File: src/rtl/decoder_4to16_pkg.sv
// Shared constants and the reference one-hot decode function for decoder_4to16.
package decoder_4to16_pkg;

  // Default select width; the output width is always 2**SEL_W.
  localparam int SEL_W_DEFAULT = 4;
  localparam int OUT_W_DEFAULT = 2 ** SEL_W_DEFAULT;

  // One-hot decode at the default width: bit 'sel' set when enabled, else zero.
  function automatic logic [OUT_W_DEFAULT-1:0] onehot_decode(
    input logic [SEL_W_DEFAULT-1:0] sel,
    input logic                     enable
  );
    logic [OUT_W_DEFAULT-1:0] d;
    d = '0;
    if (enable) begin
      d[sel] = 1'b1;
    end
    return d;
  endfunction

endpackage

File: src/rtl/decoder_core.sv
// Parameterised combinational binary-to-one-hot decode with active-high enable.
module decoder_core #(
  parameter int SEL_W = 4,
  parameter int OUT_W = 2 ** SEL_W
) (
  input  logic [SEL_W-1:0] sel,
  input  logic             enable,
  output logic [OUT_W-1:0] d
);

  // One comparator per output bit; an unknown sel propagates X while enabled.
  generate
    for (genvar gi = 0; gi < OUT_W; gi++) begin : g_bit
      assign d[gi] = enable && (sel == SEL_W'(gi));
    end
  endgenerate

endmodule

File: src/rtl/decoder_4to16.sv
// Binary-to-one-hot decoder: zero-latency decode D plus a registered copy
// (D_q) with the captured enable (valid_q) and select (sel_q).
module decoder_4to16
  import decoder_4to16_pkg::*;
#(
  parameter int SEL_W = SEL_W_DEFAULT
) (
  input  logic                  clk,
  input  logic                  rst_n,
  input  logic [SEL_W-1:0]      sel,
  input  logic                  enable,
  output logic [2**SEL_W-1:0]   D,
  output logic [2**SEL_W-1:0]   D_q,
  output logic                  valid_q,
  output logic [SEL_W-1:0]      sel_q
);

  localparam int OUT_W = 2 ** SEL_W;

  logic [OUT_W-1:0] d_d;

  decoder_core #(
    .SEL_W (SEL_W),
    .OUT_W (OUT_W)
  ) u_core (
    .sel    (sel),
    .enable (enable),
    .d      (d_d)
  );

  // The combinational decode is independent of clock and reset.
  assign D = d_d;

  // Output register stage; clears asynchronously, captures sel even when disabled.
  always_ff @(posedge clk or negedge rst_n) begin
    if (!rst_n) begin
      D_q     <= '0;
      valid_q <= 1'b0;
      sel_q   <= '0;
    end else begin
      D_q     <= d_d;
      valid_q <= enable;
      sel_q   <= sel;
    end
  end

endmodule

File: config.mk
export PLATFORM = sky130hd
export DESIGN_NAME = decoder_4to16
export DESIGN_NICKNAME = d
export VERILOG_FILES = /design/src/rtl/decoder_4to16_pkg.sv /design/src/rtl/decoder_core.sv /design/src/rtl/decoder_4to16.sv
export SDC_FILE = /design/constraint.sdc
export NUM_CORES = 1
export LEC_CHECK = 0
export BUFFER_PORTS_ARGS = -buffer_cell sky130_fd_sc_hd__buf_2
export CORE_MARGIN = 1.5
export CORE_UTILIZATION = 35
export CTS_CLUSTER_DIAMETER = 80
export CTS_CLUSTER_SIZE = 8
export DETAILED_ROUTE_END_ITERATION = 10
export PLACE_DENSITY = 0.82
export SYNTH_ARGS = -nofsm -noshare
export SYNTH_HDL_FRONTEND = slang
export SYNTH_SLANG_ARGS = --single-unit
File: constraint.sdc
create_clock -name clk -period 0.8 [get_ports clk]
set_input_delay 0.12 -clock clk [delete_from_list [all_inputs] [get_ports clk]]
set_output_delay 0.12 -clock clk [all_outputs]
set_load 0.03 [all_outputs]
==> impl_summary.md, run 1 <==
Clock network
The clock root buffer is sky130_fd_sc_hd__clkbuf_4. The clock passes through at most 2 buffers. The clock sink count is 21. The total number of H-tree levels is 1.

The number of buffers inserted during clock tree synthesis is 3.

Synth
In the synthesized netlist the dominant register cell turns out to be sky130_fd_sc_hd__dfrtp_1. Counting every instance in the synthesized netlist gives 48. The flip-flop and latch count after synthesis is 21.

For this run, the register share of the synthesized area comes to 0.769. Sorting the synthesized cells by how often they occur yields 21 x sky130_fd_sc_hd__dfrtp_1, 6 x sky130_fd_sc_hd__nor2_1, 5 x sky130_fd_sc_hd__nor3_1. The number of enable-type register cells in the synthesized netlist is 0. Synthesis instantiated 11 different standard cells from the library. The most common cell in the netlist is sky130_fd_sc_hd__dfrtp_1. The number of warnings issued by yosys is 0. Counting flops with an async set or reset pin after synthesis yields a share of 1.00. The mapped netlist covers between 600 and 700 sq um.

The average instance area after synthesis is 14.2 sq um. The cell type with the highest aggregate area in the netlist is sky130_fd_sc_hd__dfrtp_1. The number of nets in the synthesized netlist is 55. Yosys attributes the largest share of cell area to sky130_fd_sc_hd__dfrtp_1 77%, sky130_fd_sc_hd__nor3_2 4.4%, sky130_fd_sc_hd__nor3_1 3.7%.

Of the post-synthesis cell area, the dominant cell type holds 0.769.

Outcome
The first error in the log reads "[ERROR DPL-0033] detailed placement checks failed during check placement". The flow did not finish. The flow stopped in 5_1_grt.

Floorplanning
The die outline height is 47.2 um. The initialized floorplan defines 15 standard-cell rows. The top-level port count is 44.

The die width is 47.2 um. The effective utilization at floorplan is 0.383.

STA
Once global-route timing repair stopped, the endpoint with the least setup slack was D_q[10]. The type of pin the worst path ends at is an output port.

GRT
The pin count of the biggest net entering global routing is 22. The number of antenna violations at the first check in global routing is 0.

Place
The worst-case setup slack after placement is -0.320 ns. The count of input and output buffers is 43. Routability-driven placement finished with a final weighted congestion of 0.764. The placed cell count is 124.

The wire-length estimate of the detail-placed layout is 1.34 mm.
-- metrics by stage --
stage,utilization,hold WS (ns),instance area [sq um]
3_3_place_gp,0.669,0.0774,1190
2_1_floorplan,-,-0.176,911
3_5_place_dp,0.669,0.0891,1190
4_1_cts,0.904,-0.0613,1610
-- logic make-up after synthesis --
logic type | after synthesis | share of synthesized area
buffers and inverters | 2 | 0.0147
flip-flops | 21 | 0.769
AND/OR/NAND/NOR | 25 | 0.216
-- what timing repair did --
item,in CTS
endpoints found under the setup margin,37
pin swaps,8
gates resized for setup,92
hold buffers,2
setup buffers,9
hold endpoints to repair,24
==> run 2: changes to the inputs <==
Settings changed: CORE_AREA set to 2 2 63 65, CORE_MARGIN 1.5 to unset, CORE_UTILIZATION 35 to unset, CTS_CLUSTER_DIAMETER 80 to unset, CTS_CLUSTER_SIZE 8 to unset, DIE_AREA set to 0 0 65 67, PLACE_DENSITY 0.82 to unset, PLACE_DENSITY_LB_ADDON set to 0.15.
Clock period 0.8 ns to 1.05 ns, I/O delays scaled along.
==> run 2 against run 1 <==
Net effect: the flow now finishes, with violations (setup timing); area after synthesis unchanged; synthesized cell count stayed put.
==> impl_summary.md, run 2 <==
Power
For this design the ratio of total power to cell area is 1170 nW/um^2. The worst supply voltage drop on vdd is 0.396 mV. The analysis attributes to cell leakage a power of about 0.00073 uW.

Worst setup path
The critical path is of the in -> out type. Data on the critical path arrives at its endpoint at 0.90 ns. The delay of the slowest cell on the worst path is 0.19 ns. Of all nets on the critical path, the largest fanout is 4. The signal on the critical path passes through buf_8 -> buf_6 -> nand3b_1 -> nor3_2 -> buf_4. The data required time of the worst path is 0.89 ns. The kind of start point of the critical path is a primary input. Among all stages on the critical path, the largest delay is contributed by sky130_fd_sc_hd__buf_4.

The worst setup path is captured at a primary output.

Synth
The cell area after synthesis came to 683 sq um (unchanged). The fraction of post-synthesis cell area in the top cell type by area came to 0.769 (unchanged). The number of warnings issued by yosys is 0 (unchanged). The flip-flop and latch count after synthesis was 21 (unchanged). Most numerous cell types in the synthesized netlist: 21 x sky130_fd_sc_hd__dfrtp_1, 6 x sky130_fd_sc_hd__nor2_1, 5 x sky130_fd_sc_hd__nor3_1 (unchanged). The sequential-to-total area share from yosys stat is 0.769 (unchanged).

The cell type with the highest aggregate area in the netlist is sky130_fd_sc_hd__dfrtp_1 (unchanged). The number of enable-type register cells in the synthesized netlist is 0 (unchanged). The number of nets in the synthesized netlist is 55 (unchanged).

The most common flop cell mapped by yosys is sky130_fd_sc_hd__dfrtp_1 (unchanged). The fraction of registers with async set/reset came to 1.00 (unchanged). The number of instances in the synthesized netlist came to 48 (unchanged). Leading post-synthesis cells by cell area: sky130_fd_sc_hd__dfrtp_1 77%, sky130_fd_sc_hd__nor3_2 4.4%, sky130_fd_sc_hd__nor3_1 3.7% (unchanged). The distinct cell type count of the synthesized netlist was 11 (unchanged). The average instance area after synthesis is 14.2 sq um (unchanged). The most common cell in the netlist is sky130_fd_sc_hd__dfrtp_1 (unchanged).

Layout
The core utilization of the finished layout is 0.388. Relative to the synthesized area, the layout overhead comes to 105%. The final antenna diode count is 0. Leaving out fill and tap cells, the most frequent cell in the layout is sky130_fd_sc_hd__buf_4. More flip-flops sit in one register than any other, and that register is D_q. The library cells used most frequently in the layout, excluding fill and tap cells, are 25 x sky130_fd_sc_hd__buf_4, 22 x sky130_fd_sc_hd__buf_2, 21 x sky130_fd_sc_hd__dfrtp_1. At the end of the flow, the number of nets in the layout was 120. The register with the most flip-flops in the layout has 16 of them. The fraction of layout cells with a size suffix above 1 is 0.777. In the final layout, the registers with the most flip-flops are D_q x16, sel_q x4, valid_q x1.

The post-route non-filler standard cell count is 160.

Place
The half-perimeter wire length of the detailed placement result is 1.41 mm (was 1.34 mm). The placed cell count is 151 (was 124). The count of input and output buffers is 43 (unchanged). The worst-case setup slack after placement is -0.127 ns (was -0.320 ns). The final RePlAce weighted congestion came to 0.692 (was 0.764).

STA
For this run, the top clock speed supported by timing is roughly 940 MHz. Setup repair after global routing could not meet its margin everywhere. Final hold analysis gives a worst-case slack of 0.0948 ns. The max-slew violation total from the final report is 0. The final clock period utilization by the worst path is 1.01. Summed over all failing endpoints, the final setup total negative slack is -0.0140 ns. The count of final hold-check violations is 0. Setup violations remaining at the end of the flow were counted as 2. The worst slew margin relative to its limit is 0.697.

The final critical-path setup slack is -0.00826 ns. The slew of the pin with the lowest slew margin is 0.454 ns. The minimum period implied by the final worst setup slack is 1.06 ns.

GRT
The number of antenna violations at the first check in global routing is 0. The residual overflow from global routing is 0. The global-route wire length before repair is just under 3 mm. The number of global-route vias before repair is 588. Entering global routing, the biggest net connects 22 pins. For this run, the total global-route usage over all layers was measured as 0.0925.

Drt
The routed layout has just under 600 vias. In this run the remaining antenna-violating nets after routing total 0. The post-detailed-route via-to-cell ratio is 3.73. The final layout contains routed wiring with a total length of 1.85 mm. The post-detailed-route wirelength per cell is between 10 and 15 um. The first-pass iteration count of the detailed router is 3. The count of routing violations after the opening detailed-route iteration is 9.

After detailed routing, the number of remaining DRC violations is 0.

Floorplanning
The die width is 65 um (was 47.2 um). The top-level port count is 44 (unchanged). The effective utilization at floorplan was 0.189 (was 0.383). The number of cell rows came to 22 (was 15).

The die outline height was 67 um (was 47.2 um). The floorplan step defined a die boundary enclosing about 4400 sq um. The core region is 3610 sq um.

Outcome
The checks that failed: setup timing. Run status: finished, violations left (was did not finish).

Clock network
The total number of H-tree levels is 1 (unchanged). The clock sink count is 21 (unchanged). The clock root buffer is sky130_fd_sc_hd__clkbuf_8 (was sky130_fd_sc_hd__clkbuf_4).

The maximum count of clock buffers along a single path was 2 (unchanged). The clock slew at the register clock pins of the worst setup and hold paths is 0.07 ns. The clock tree from TritonCTS is yes. The number of buffers inserted during clock tree synthesis is 3 (unchanged).

Run
The max capacitance violation total is 0.

Worst hold path
Along the worst hold path, the cell count comes to 1. The kind of path behind the tightest hold check is in -> reg. For hold timing, the worst endpoint is sel_q[3]. In this run the most critical hold path is launched from sel[3].
-- run 2: worst max path at each step --
stage                      start      to  depth (start not counted)
after floorplan           sel[3]  D_q[0]                          2
after global placement    sel[1]    D[0]                          4
after detailed placement  sel[1]    D[0]                          4
after CTS                 sel[1]    D[4]                          5
after global routing      sel[1]    D[4]                          5
final                     sel[1]    D[4]                          5
-- run 2: cell type report --
cell class | count | area [sq um]
fillers | 352 | 2210
flip-flops and latches | 21 | 526
repair buffers | 62 | 482
multi-input cells | 25 | 285
well taps | 48 | 60.1
clock buffers | 3 | 41.3
clock inverters | 1 | 5.00
-- run 2: routing by layer --
| metal | vias up | wire length [um] | GRT usage | part of all wire |
|---|---|---|---|---|
| li1 | 289 | - | - | - |
| met1 | 277 | 864 | 0.119 | 0.47 |
| met2 | 28 | 870 | 0.139 | 0.47 |
| met3 | 2 | 91 | 0.0236 | 0.049 |
| met4 | 0 | 27 | 0.0559 | 0.015 |
| met5 | - | 0 | 0 | 0 |
-- run 2: report_power, final --
part	internal, uW	leakage (uW)	total [uW]	switching (uW)
clock	263	0.0000255	507	244
combinational	119	0.000421	298	178
sequential	828	0.000280	832	4.30
-- run 2: kinds of logic (layout without fill, tap and decap cells) --
group,Yosys count,after routing,synth area share
buf+inv,2,66,0.0147
flops,21,21,0.769
simple gates,25,25,0.216
-- run 2: timing repair --
| item | 4_1_cts | 5_1_grt |
|---|---|---|
| endpoints found under the setup margin | 15 | 16 |
| buffers inserted | 1 | 3 |
| hold endpoints to repair | 21 | 0 |
| resized for setup | 35 | 23 |
| hold buffers | 1 | 0 |
| pin swaps | 3 | 5 |
-- run 2: critical path, delay by kind of cell --
family	cells	cell delay, ns
simple gates	2	0.33
buf+inv	3	0.40
-- run 2: metrics by stage --
step                      instance area, sq um  power [uW]
after floorplan                            724         959
final                                     1400        1640
after global placement                    1090        1070
after global routing                      1400        1720
after CTS                                 1290        1640
after detailed placement                  1090        1070
(Power assumes the default switching activity.)
